==> config.mk <==
export PLATFORM = sky130hd
export DESIGN_NAME = bsg_nasti_mux_n
export DESIGN_NICKNAME = d
export VERILOG_FILES = /design/src/rtl/bsg_nasti_pkg.sv /design/src/rtl/bsg_nasti_mux_order_fifo.sv /design/src/rtl/bsg_nasti_mux_n.sv
export SDC_FILE = /design/constraint.sdc
export NUM_CORES = 1
export LEC_CHECK = 0
export BUFFER_PORTS_ARGS = -buffer_cell sky130_fd_sc_hd__buf_4
export CAP_MARGIN = 25
export CORE_AREA = 2 2 308 310
export CTS_CLUSTER_DIAMETER = 150
export DETAILED_ROUTE_END_ITERATION = 10
export DIE_AREA = 0 0 310 312
export GPL_ROUTABILITY_DRIVEN = 0
export SYNTH_ARGS = -nofsm -noshare
export SYNTH_HDL_FRONTEND = slang
export SYNTH_SLANG_ARGS = --single-unit
==> constraint.sdc <==
create_clock -name clk_i -period 5.7 [get_ports clk_i]
set_input_delay 1.71 -clock clk_i [delete_from_list [all_inputs] [get_ports clk_i]]
set_output_delay 1.71 -clock clk_i [all_outputs]
set_load 0.01 [all_outputs]
==> src/rtl/bsg_nasti_pkg.sv <==
// Shared NASTI packet types for the N:1 NASTI mux and its helpers.
//   bsg_nasti_a_pkt  AR/AW request
//   bsg_nasti_w_pkt  write data beat
//   bsg_nasti_b_pkt  write response
//   bsg_nasti_r_pkt  read data beat
// Also provides the w/r last-beat accessors, the W-channel FSM state type and
// a clog2 helper that never returns 0.
package bsg_nasti_pkg;

    typedef struct packed {
        logic [5:0]  id;
        logic [31:0] addr;
        logic [7:0]  len;
        logic [2:0]  size;
        logic [1:0]  burst;
    } bsg_nasti_a_pkt;

    typedef struct packed {
        logic [63:0] data;
        logic [7:0]  strb;
        logic        last;
    } bsg_nasti_w_pkt;

    typedef struct packed {
        logic [5:0] id;
        logic [1:0] resp;
    } bsg_nasti_b_pkt;

    typedef struct packed {
        logic [5:0]  id;
        logic [63:0] data;
        logic [1:0]  resp;
        logic        last;
    } bsg_nasti_r_pkt;

    typedef enum logic {
        W_IDLE  = 1'b0,
        W_BURST = 1'b1
    } bsg_nasti_w_state_e;

    function automatic logic w_last(input bsg_nasti_w_pkt w);
        return w.last;
    endfunction

    function automatic logic r_last(input bsg_nasti_r_pkt r);
        return r.last;
    endfunction

    // Width of an index into n entries; at least 1 bit so n == 1 still works.
    function automatic int safe_clog2(input int n);
        return (n > 1) ? $clog2(n) : 1;
    endfunction

endpackage

==> src/rtl/bsg_nasti_mux_order_fifo.sv <==
// Order FIFO of client indices, used to route in-order responses back to the
// client that issued the matching request.
//   v_i/data_i/ready_o : push side (ready_o = not full)
//   v_o/data_o/yumi_i  : pop side  (v_o = not empty, yumi_i pops the head)
// Depth els_p need not be a power of two. Full is evaluated on the current
// count, so a push into a full FIFO is refused even if a pop happens in the
// same cycle.
module bsg_nasti_mux_order_fifo
    import bsg_nasti_pkg::*;
#(
    parameter int width_p = 1,
    parameter int els_p   = 4
) (
    input  logic               clk_i,
    input  logic               reset_i,
    input  logic               v_i,
    input  logic [width_p-1:0] data_i,
    output logic               ready_o,
    output logic               v_o,
    output logic [width_p-1:0] data_o,
    input  logic               yumi_i
);

    localparam int ptr_w_lp = safe_clog2(els_p);
    localparam int cnt_w_lp = $clog2(els_p + 1);

    logic [width_p-1:0]  mem_r [els_p];
    logic [ptr_w_lp-1:0] rd_ptr_r, wr_ptr_r;
    logic [cnt_w_lp-1:0] count_r;
    logic                push, pop;

    assign ready_o = (count_r != cnt_w_lp'(els_p));
    assign v_o     = (count_r != '0);
    assign data_o  = mem_r[rd_ptr_r];
    assign push    = v_i & ready_o;
    assign pop     = yumi_i & v_o;

    function automatic logic [ptr_w_lp-1:0] bump(input logic [ptr_w_lp-1:0] p);
        return (p == ptr_w_lp'(els_p - 1)) ? '0 : p + ptr_w_lp'(1);
    endfunction

    always_ff @(posedge clk_i) begin
        if (reset_i) begin
            rd_ptr_r <= '0;
            wr_ptr_r <= '0;
            count_r  <= '0;
        end else begin
            if (push) wr_ptr_r <= bump(wr_ptr_r);
            if (pop)  rd_ptr_r <= bump(rd_ptr_r);
            if (push && !pop)      count_r <= count_r + cnt_w_lp'(1);
            else if (pop && !push) count_r <= count_r - cnt_w_lp'(1);
        end
    end

    always_ff @(posedge clk_i) begin
        if (push) mem_r[wr_ptr_r] <= data_i;
    end

endmodule

==> src/rtl/bsg_nasti_mux_n.sv <==
// N-client to 1-master NASTI multiplexer.
//   clk_i, reset_i         : clock, synchronous active-high reset
//   client_nasti_ar/aw/w_* : N client request channels (valid/data/ready)
//   client_nasti_b/r_*     : N client response channels
//   master_nasti_ar/aw/w_* : single master request channels
//   master_nasti_b/r_*     : single master response channels
// AR and AW are round-robin arbitrated combinationally. Once an AW wins, the
// W channel is locked to that client until its last beat. R and B are routed
// back through order FIFOs of client indices (master responds in order).
// Optional: define BSG_NASTI_MUX_PERF_EN to add perf_ar_grants_o and
// perf_aw_grants_o, per-client saturating 32-bit grant counters.
module bsg_nasti_mux_n
    import bsg_nasti_pkg::*;
#(
    parameter  int num_clients_p     = 2,
    parameter  int max_outstanding_p = 4,
    localparam int lg_clients_lp     = safe_clog2(num_clients_p)
) (
    input  logic                                 clk_i,
    input  logic                                 reset_i,

    input  logic           [num_clients_p-1:0]   client_nasti_ar_valid_i,
    input  bsg_nasti_a_pkt [num_clients_p-1:0]   client_nasti_ar_data_i,
    output logic           [num_clients_p-1:0]   client_nasti_ar_ready_o,

    input  logic           [num_clients_p-1:0]   client_nasti_aw_valid_i,
    input  bsg_nasti_a_pkt [num_clients_p-1:0]   client_nasti_aw_data_i,
    output logic           [num_clients_p-1:0]   client_nasti_aw_ready_o,

    input  logic           [num_clients_p-1:0]   client_nasti_w_valid_i,
    input  bsg_nasti_w_pkt [num_clients_p-1:0]   client_nasti_w_data_i,
    output logic           [num_clients_p-1:0]   client_nasti_w_ready_o,

    output logic           [num_clients_p-1:0]   client_nasti_b_valid_o,
    output bsg_nasti_b_pkt [num_clients_p-1:0]   client_nasti_b_data_o,
    input  logic           [num_clients_p-1:0]   client_nasti_b_ready_i,

    output logic           [num_clients_p-1:0]   client_nasti_r_valid_o,
    output bsg_nasti_r_pkt [num_clients_p-1:0]   client_nasti_r_data_o,
    input  logic           [num_clients_p-1:0]   client_nasti_r_ready_i,

    output logic                                 master_nasti_ar_valid_o,
    output bsg_nasti_a_pkt                       master_nasti_ar_data_o,
    input  logic                                 master_nasti_ar_ready_i,

    output logic                                 master_nasti_aw_valid_o,
    output bsg_nasti_a_pkt                       master_nasti_aw_data_o,
    input  logic                                 master_nasti_aw_ready_i,

    output logic                                 master_nasti_w_valid_o,
    output bsg_nasti_w_pkt                       master_nasti_w_data_o,
    input  logic                                 master_nasti_w_ready_i,

    input  logic                                 master_nasti_b_valid_i,
    input  bsg_nasti_b_pkt                       master_nasti_b_data_i,
    output logic                                 master_nasti_b_ready_o,

    input  logic                                 master_nasti_r_valid_i,
    input  bsg_nasti_r_pkt                       master_nasti_r_data_i,
    output logic                                 master_nasti_r_ready_o
`ifdef BSG_NASTI_MUX_PERF_EN
    ,
    output logic [num_clients_p-1:0][31:0]       perf_ar_grants_o,
    output logic [num_clients_p-1:0][31:0]       perf_aw_grants_o
`endif
);

    localparam int lg_w = lg_clients_lp;

    // First valid client at or after start, scanning upward with wrap.
    // Iterating from the farthest offset down lets the nearest one win.
    function automatic logic [lg_w-1:0] rr_pick(input logic [num_clients_p-1:0] v,
                                                 input logic [lg_w-1:0] start);
        logic [lg_w-1:0] pick;
        int idx;
        pick = start;
        for (int k = num_clients_p - 1; k >= 0; k--) begin
            idx = int'(start) + k;
            if (idx >= num_clients_p) idx = idx - num_clients_p;
            if (v[idx]) pick = lg_w'(idx);
        end
        return pick;
    endfunction

    function automatic logic [lg_w-1:0] next_idx(input logic [lg_w-1:0] i);
        return (int'(i) == num_clients_p - 1) ? '0 : i + lg_w'(1);
    endfunction

    logic               run;
    logic [lg_w-1:0]    ar_ptr_r, aw_ptr_r, ar_grant, aw_grant, w_owner_r;
    logic [lg_w-1:0]    rd_head, wr_head;
    logic               rd_ready, rd_v, wr_ready, wr_v;
    logic               ar_hs, aw_hs, w_hs, r_pop, b_pop;
    logic               w_in_burst;
    bsg_nasti_w_state_e w_state_r;

    // Holding every valid/ready low during reset keeps handshakes out of the
    // reset cycle regardless of stale state.
    assign run = ~reset_i;

    // ---------------- AR ----------------
    assign ar_grant                = rr_pick(client_nasti_ar_valid_i, ar_ptr_r);
    assign master_nasti_ar_valid_o = run & (|client_nasti_ar_valid_i) & rd_ready;
    assign master_nasti_ar_data_o  = client_nasti_ar_data_i[ar_grant];
    assign ar_hs                   = master_nasti_ar_valid_o & master_nasti_ar_ready_i;

    // ---------------- AW ----------------
    assign aw_grant                = rr_pick(client_nasti_aw_valid_i, aw_ptr_r);
    assign master_nasti_aw_valid_o = run & (w_state_r == W_IDLE)
                                   & (|client_nasti_aw_valid_i) & wr_ready;
    assign master_nasti_aw_data_o  = client_nasti_aw_data_i[aw_grant];
    assign aw_hs                   = master_nasti_aw_valid_o & master_nasti_aw_ready_i;

    // ---------------- W -----------------
    assign w_in_burst             = run & (w_state_r == W_BURST);
    assign master_nasti_w_valid_o = w_in_burst & client_nasti_w_valid_i[w_owner_r];
    assign master_nasti_w_data_o  = client_nasti_w_data_i[w_owner_r];
    assign w_hs                   = master_nasti_w_valid_o & master_nasti_w_ready_i;

    // ------------- R / B routing ---------
    assign master_nasti_r_ready_o = run & rd_v & client_nasti_r_ready_i[rd_head];
    assign master_nasti_b_ready_o = run & wr_v & client_nasti_b_ready_i[wr_head];
    assign r_pop = master_nasti_r_valid_i & master_nasti_r_ready_o & r_last(master_nasti_r_data_i);
    assign b_pop = master_nasti_b_valid_i & master_nasti_b_ready_o;

    always_comb begin
        client_nasti_ar_ready_o = '0;
        client_nasti_aw_ready_o = '0;
        client_nasti_w_ready_o  = '0;
        client_nasti_r_valid_o  = '0;
        client_nasti_b_valid_o  = '0;
        client_nasti_ar_ready_o[ar_grant] = ar_hs;
        client_nasti_aw_ready_o[aw_grant] = aw_hs;
        client_nasti_w_ready_o[w_owner_r] = w_in_burst & master_nasti_w_ready_i;
        client_nasti_r_valid_o[rd_head]   = run & rd_v & master_nasti_r_valid_i;
        client_nasti_b_valid_o[wr_head]   = run & wr_v & master_nasti_b_valid_i;
        for (int i = 0; i < num_clients_p; i++) begin
            client_nasti_r_data_o[i] = master_nasti_r_data_i;
            client_nasti_b_data_o[i] = master_nasti_b_data_i;
        end
    end

    // Pointers advance only on handshake, so a stalled grant stays put.
    always_ff @(posedge clk_i) begin
        if (reset_i) begin
            ar_ptr_r  <= '0;
            aw_ptr_r  <= '0;
            w_owner_r <= '0;
            w_state_r <= W_IDLE;
        end else begin
            if (ar_hs) ar_ptr_r <= next_idx(ar_grant);
            case (w_state_r)
                W_IDLE: if (aw_hs) begin
                    aw_ptr_r  <= next_idx(aw_grant);
                    w_owner_r <= aw_grant;
                    w_state_r <= W_BURST;
                end
                W_BURST: if (w_hs && w_last(master_nasti_w_data_o)) w_state_r <= W_IDLE;
                default: w_state_r <= W_IDLE;
            endcase
        end
    end

    bsg_nasti_mux_order_fifo #(.width_p(lg_w), .els_p(max_outstanding_p)) rd_order (
        .clk_i   (clk_i),
        .reset_i (reset_i),
        .v_i     (ar_hs),
        .data_i  (ar_grant),
        .ready_o (rd_ready),
        .v_o     (rd_v),
        .data_o  (rd_head),
        .yumi_i  (r_pop)
    );

    bsg_nasti_mux_order_fifo #(.width_p(lg_w), .els_p(max_outstanding_p)) wr_order (
        .clk_i   (clk_i),
        .reset_i (reset_i),
        .v_i     (aw_hs),
        .data_i  (aw_grant),
        .ready_o (wr_ready),
        .v_o     (wr_v),
        .data_o  (wr_head),
        .yumi_i  (b_pop)
    );

`ifdef BSG_NASTI_MUX_PERF_EN
    always_ff @(posedge clk_i) begin
        if (reset_i) begin
            perf_ar_grants_o <= '0;
            perf_aw_grants_o <= '0;
        end else begin
            for (int i = 0; i < num_clients_p; i++) begin
                if (ar_hs && ar_grant == lg_w'(i) && perf_ar_grants_o[i] != 32'hFFFF_FFFF)
                    perf_ar_grants_o[i] <= perf_ar_grants_o[i] + 32'd1;
                if (aw_hs && aw_grant == lg_w'(i) && perf_aw_grants_o[i] != 32'hFFFF_FFFF)
                    perf_aw_grants_o[i] <= perf_aw_grants_o[i] + 32'd1;
            end
        end
    end
`endif

    // A response with no recorded requester means the master broke ordering.
    r_has_order: assert property (@(posedge clk_i) disable iff (reset_i)
                                  master_nasti_r_valid_i |-> rd_v);
    b_has_order: assert property (@(posedge clk_i) disable iff (reset_i)
                                  master_nasti_b_valid_i |-> wr_v);

endmodule
==> flow_summary.yaml <==
cts:
  cts.clk_slew.worst_paths_ns: 0.06
  cts_setup_buffers: 0
  hold_buffers: 0
  cts_tree: "yes"
  cts_sinks: 30
  clock_path_buffers: 2
  h-tree-depth: 2
  clock_latency_ns: 0.29
  root_buffer: "clkbuf_16"
  numCtsBuffers: 5
  ctsResizeCount: 0
detailed_routing:
  avgRoutedWirePerCell_um: 17.11
  finalWirelength_um: 36930
  drtIter0Drc: 91
  dr.pass1.iters: 4
  vias: 5233
  ant_nets: 0
  viasPerCell: 2.425
  drc: 0
placement:
  place_ws_ns: 0.7696
  hpwl_um: 34160
  portBuffers: 559
hold_path:
  hold_class: "flip-flop to flip-flop"
pwr:
  p_sw_share_pct: 35.63
  p_sw_w: 0.0004873
  powerDensity_nw_per_um2: 142.4
  seq_power_share_pct: 19.3
  clockPowerShare_pct: 20.7
  vdd_drop_max_v: 0.00008751
  internal_power_w: 0.0008803
  pwr-share-comb_pct: 60.1
  p_leak_nw: 4.175
critical_path:
  r2r_cells: 9
  max_stage_delay_ns: 0.51
  end_kind: "output pin"
  rrSetupSlack_ns: 2.96
  critical_path_arrival_ns: 3.16
  critPathLaunchType: "primary input"
  crit_fanout: 21
  crit_slowest_cell: "maj3_2"
  worstReg2RegEnd: "wr_order.count_r[2]$_SDFFE_PP0P_"
  path_class: "primary input to output pin"
  startpoint: "client_nasti_aw_valid_i[0]"
  cp_common_cell: "buf_4"
  worstPathRequired_ns: 3.99
  worstPathCellList: "buf_4 -> inv_1 -> maj3_2 -> buf_12 -> mux2_2 -> buf_4"
  endpoint: "master_nasti_aw_data_o[21]"
timing:
  timing.final.hold_violations: 0
  max_freq_mhz: 205.5
  max_slew_margin_pct: 38.63
  min_period_ns: 4.866
  clock_skew_ns: 0.005962
  whs_ns: 0.5166
  rsz0062_at_grt: "no"
  fin_tns_setup_ns: 0
  setup_ws_ns: 0.8335
  setup_viol: 0
  final_max_slew_viol_count: 0
  tightest_slew_ns: 0.9206
  timing.final.crit_share_pct: 85.38
layout:
  mostFrequentLayoutCells: "570 x buf_4, 175 x mux2_2, 21 x dfxtp_1"
  syn_to_final_growth_pct: 96.32
  multi_input_area_um2: 2838
  drive_gt1_share_pct: 85.13
  nFillCells: 10853
  final_util_pct: 10.32
  layout_commonest_cell: "buf_4"
  regArea_um2: 684.4
  nets: 1362
synthesis:
  syn_avg_cell_area_um2: 9.652
  synth_area_um2: 4893
  synth.distinct_cells: 36
  synth_seq_area_share_pct: 13.91
  ys_ff_latch: 30
  synth_warnings: 0
  syn_inst: 507
  syn-num-nets: 969
floorplan:
  core_area_um2: 93050
  num_io_pins: 800
  die_x_um: 310
  rows: 112
  die_area_um2: 96720
  die_h_um: 312
  initial_utilization_pct: 5.259
status:
  outcome: "finished, final reports clean"
global_routing:
  grt_usage_pct: 7.014
  grt_pass1_wl_um: 44710
  antenna_found_initial: 7
  grt_overflow_total: 0
  grt_pass1_vias: 5427
  grt_max_degree: 69
job:
  maxCapViolCount: 0
==> worst min path at each step <==
stage	start	to	slack (ns)	cells past startpoint
after floorplan	ar_ptr_r$_SDFFE_PP0N_	ar_ptr_r$_SDFFE_PP0N_	0.47	2
after global placement	wr_order.rd_ptr_r[1]$_SDFFE_PP0P_	wr_order.rd_ptr_r[1]$_SDFFE_PP0P_	0.51	2
after detailed placement	wr_order.rd_ptr_r[1]$_SDFFE_PP0P_	wr_order.rd_ptr_r[1]$_SDFFE_PP0P_	0.51	2
after CTS	wr_order.rd_ptr_r[1]$_SDFFE_PP0P_	wr_order.rd_ptr_r[1]$_SDFFE_PP0P_	0.52	2
after global routing	ar_ptr_r$_SDFFE_PP0N_	ar_ptr_r$_SDFFE_PP0N_	0.55	2
final	ar_ptr_r$_SDFFE_PP0N_	ar_ptr_r$_SDFFE_PP0N_	0.52	2
==> cells in the mapped netlist <==
| cell | n | area share, % |
|---|---|---|
| xor2_1 | 4 | 0.72 |
| edfxtp_1 | 8 | 4.9 |
| fa_1 | 2 | 0.82 |
| nand2_1 | 2 | 0.15 |
| a2111oi_4 | 2 | 1.1 |
| a31o_1 | 1 | 0.18 |
| nor3_1 | 5 | 0.51 |
| nor2b_1 | 6 | 0.77 |
| buf_1 | 2 | 0.15 |
| and3_1 | 3 | 0.38 |
| a21oi_1 | 3 | 0.31 |
| mux2_2 | 175 | 40 |
| buf_6 | 1 | 0.23 |
| mux2_4 | 3 | 0.92 |
| nand3b_4 | 1 | 0.41 |
| ha_1 | 12 | 3.1 |
| nor4_1 | 1 | 0.13 |
| nor2_1 | 20 | 1.5 |
| nand3_1 | 3 | 0.31 |
| mux4_2 | 2 | 0.92 |
| mux2i_1 | 9 | 1.8 |
| buf_2 | 18 | 1.8 |
| or3_1 | 3 | 0.38 |
| inv_1 | 11 | 0.84 |
| clkbuf_1 | 3 | 0.23 |
| o21ai_0 | 3 | 0.31 |
| a211oi_1 | 2 | 0.31 |
| buf_4 | 162 | 25 |
| and2_1 | 11 | 1.4 |
| and2_2 | 1 | 0.15 |
| nor3b_1 | 1 | 0.15 |
| maj3_1 | 2 | 0.41 |
| dfxtp_1 | 22 | 9.0 |
| or2_1 | 1 | 0.13 |
| and2b_2 | 1 | 0.18 |
| a21o_1 | 1 | 0.15 |
==> power by group through the flow <==
stage               clock network [W]  registers, W  logic [W]
CTS                          0.000300      0.000264   0.000855
global placement                    0      0.000269   0.000845
floorplan                           0      0.000249   0.000443
global route                 0.000306      0.000268   0.000887
detailed placement                  0      0.000268   0.000851
finish                       0.000283      0.000263   0.000822
==> critical path, delay by kind of cell <==
kind / cells / cell delay [ns]
fa+ha+maj: 1 / 0.51
mux: 1 / 0.36
buf+inv: 4 / 0.55
==> through the flow <==
step,instance area [um^2],std cells,power (W)
6_report,9607,2158,0.001368
2_1_floorplan,4893,507,0.0006919
3_3_place_gp,9452,2147,0.001114
3_5_place_dp,9452,2147,0.001119
4_1_cts,9599,2155,0.001419
5_1_grt,9607,2158,0.001461
==> layer usage <==
layer  share of wire (%)  up-vias  GRT usage (%)
met2                  46      523          11.80
li1                    -     2365              -
met1                  40     2305          8.279
met4                 2.5        0          1.790
met3                  11       40          2.685
met5                   0        -         0.2969
==> layout make-up <==
| class | instances | area share, % |
|---|---|---|
| Antenna cell | 3 | 0.07815 |
| Timing Repair Buffer | 572 | 44.96 |
| Tap cell | 1254 | 16.33 |
| Sequential cell | 30 | 7.124 |
| Clock buffer | 7 | 1.485 |
| Multi-Input combinational cell | 280 | 29.54 |
| Clock inverter | 1 | 0.05210 |
| Inverter | 11 | 0.4298 |
==> logic make-up (layout without fill, tap and decap cells) <==
group / Yosys count / in the layout / share of synthesized area [%]
compound gates: 12 / 12 / 2.378
buf+inv: 197 / 591 / 28.15
fa+ha+maj: 16 / 16 / 4.296
simple gates: 59 / 59 / 6.597
other cells: 0 / 3 / 0
flops: 30 / 30 / 13.91
mux: 189 / 189 / 43.95
xor+xnor: 4 / 4 / 0.7159
(Power assumes the default switching activity.)
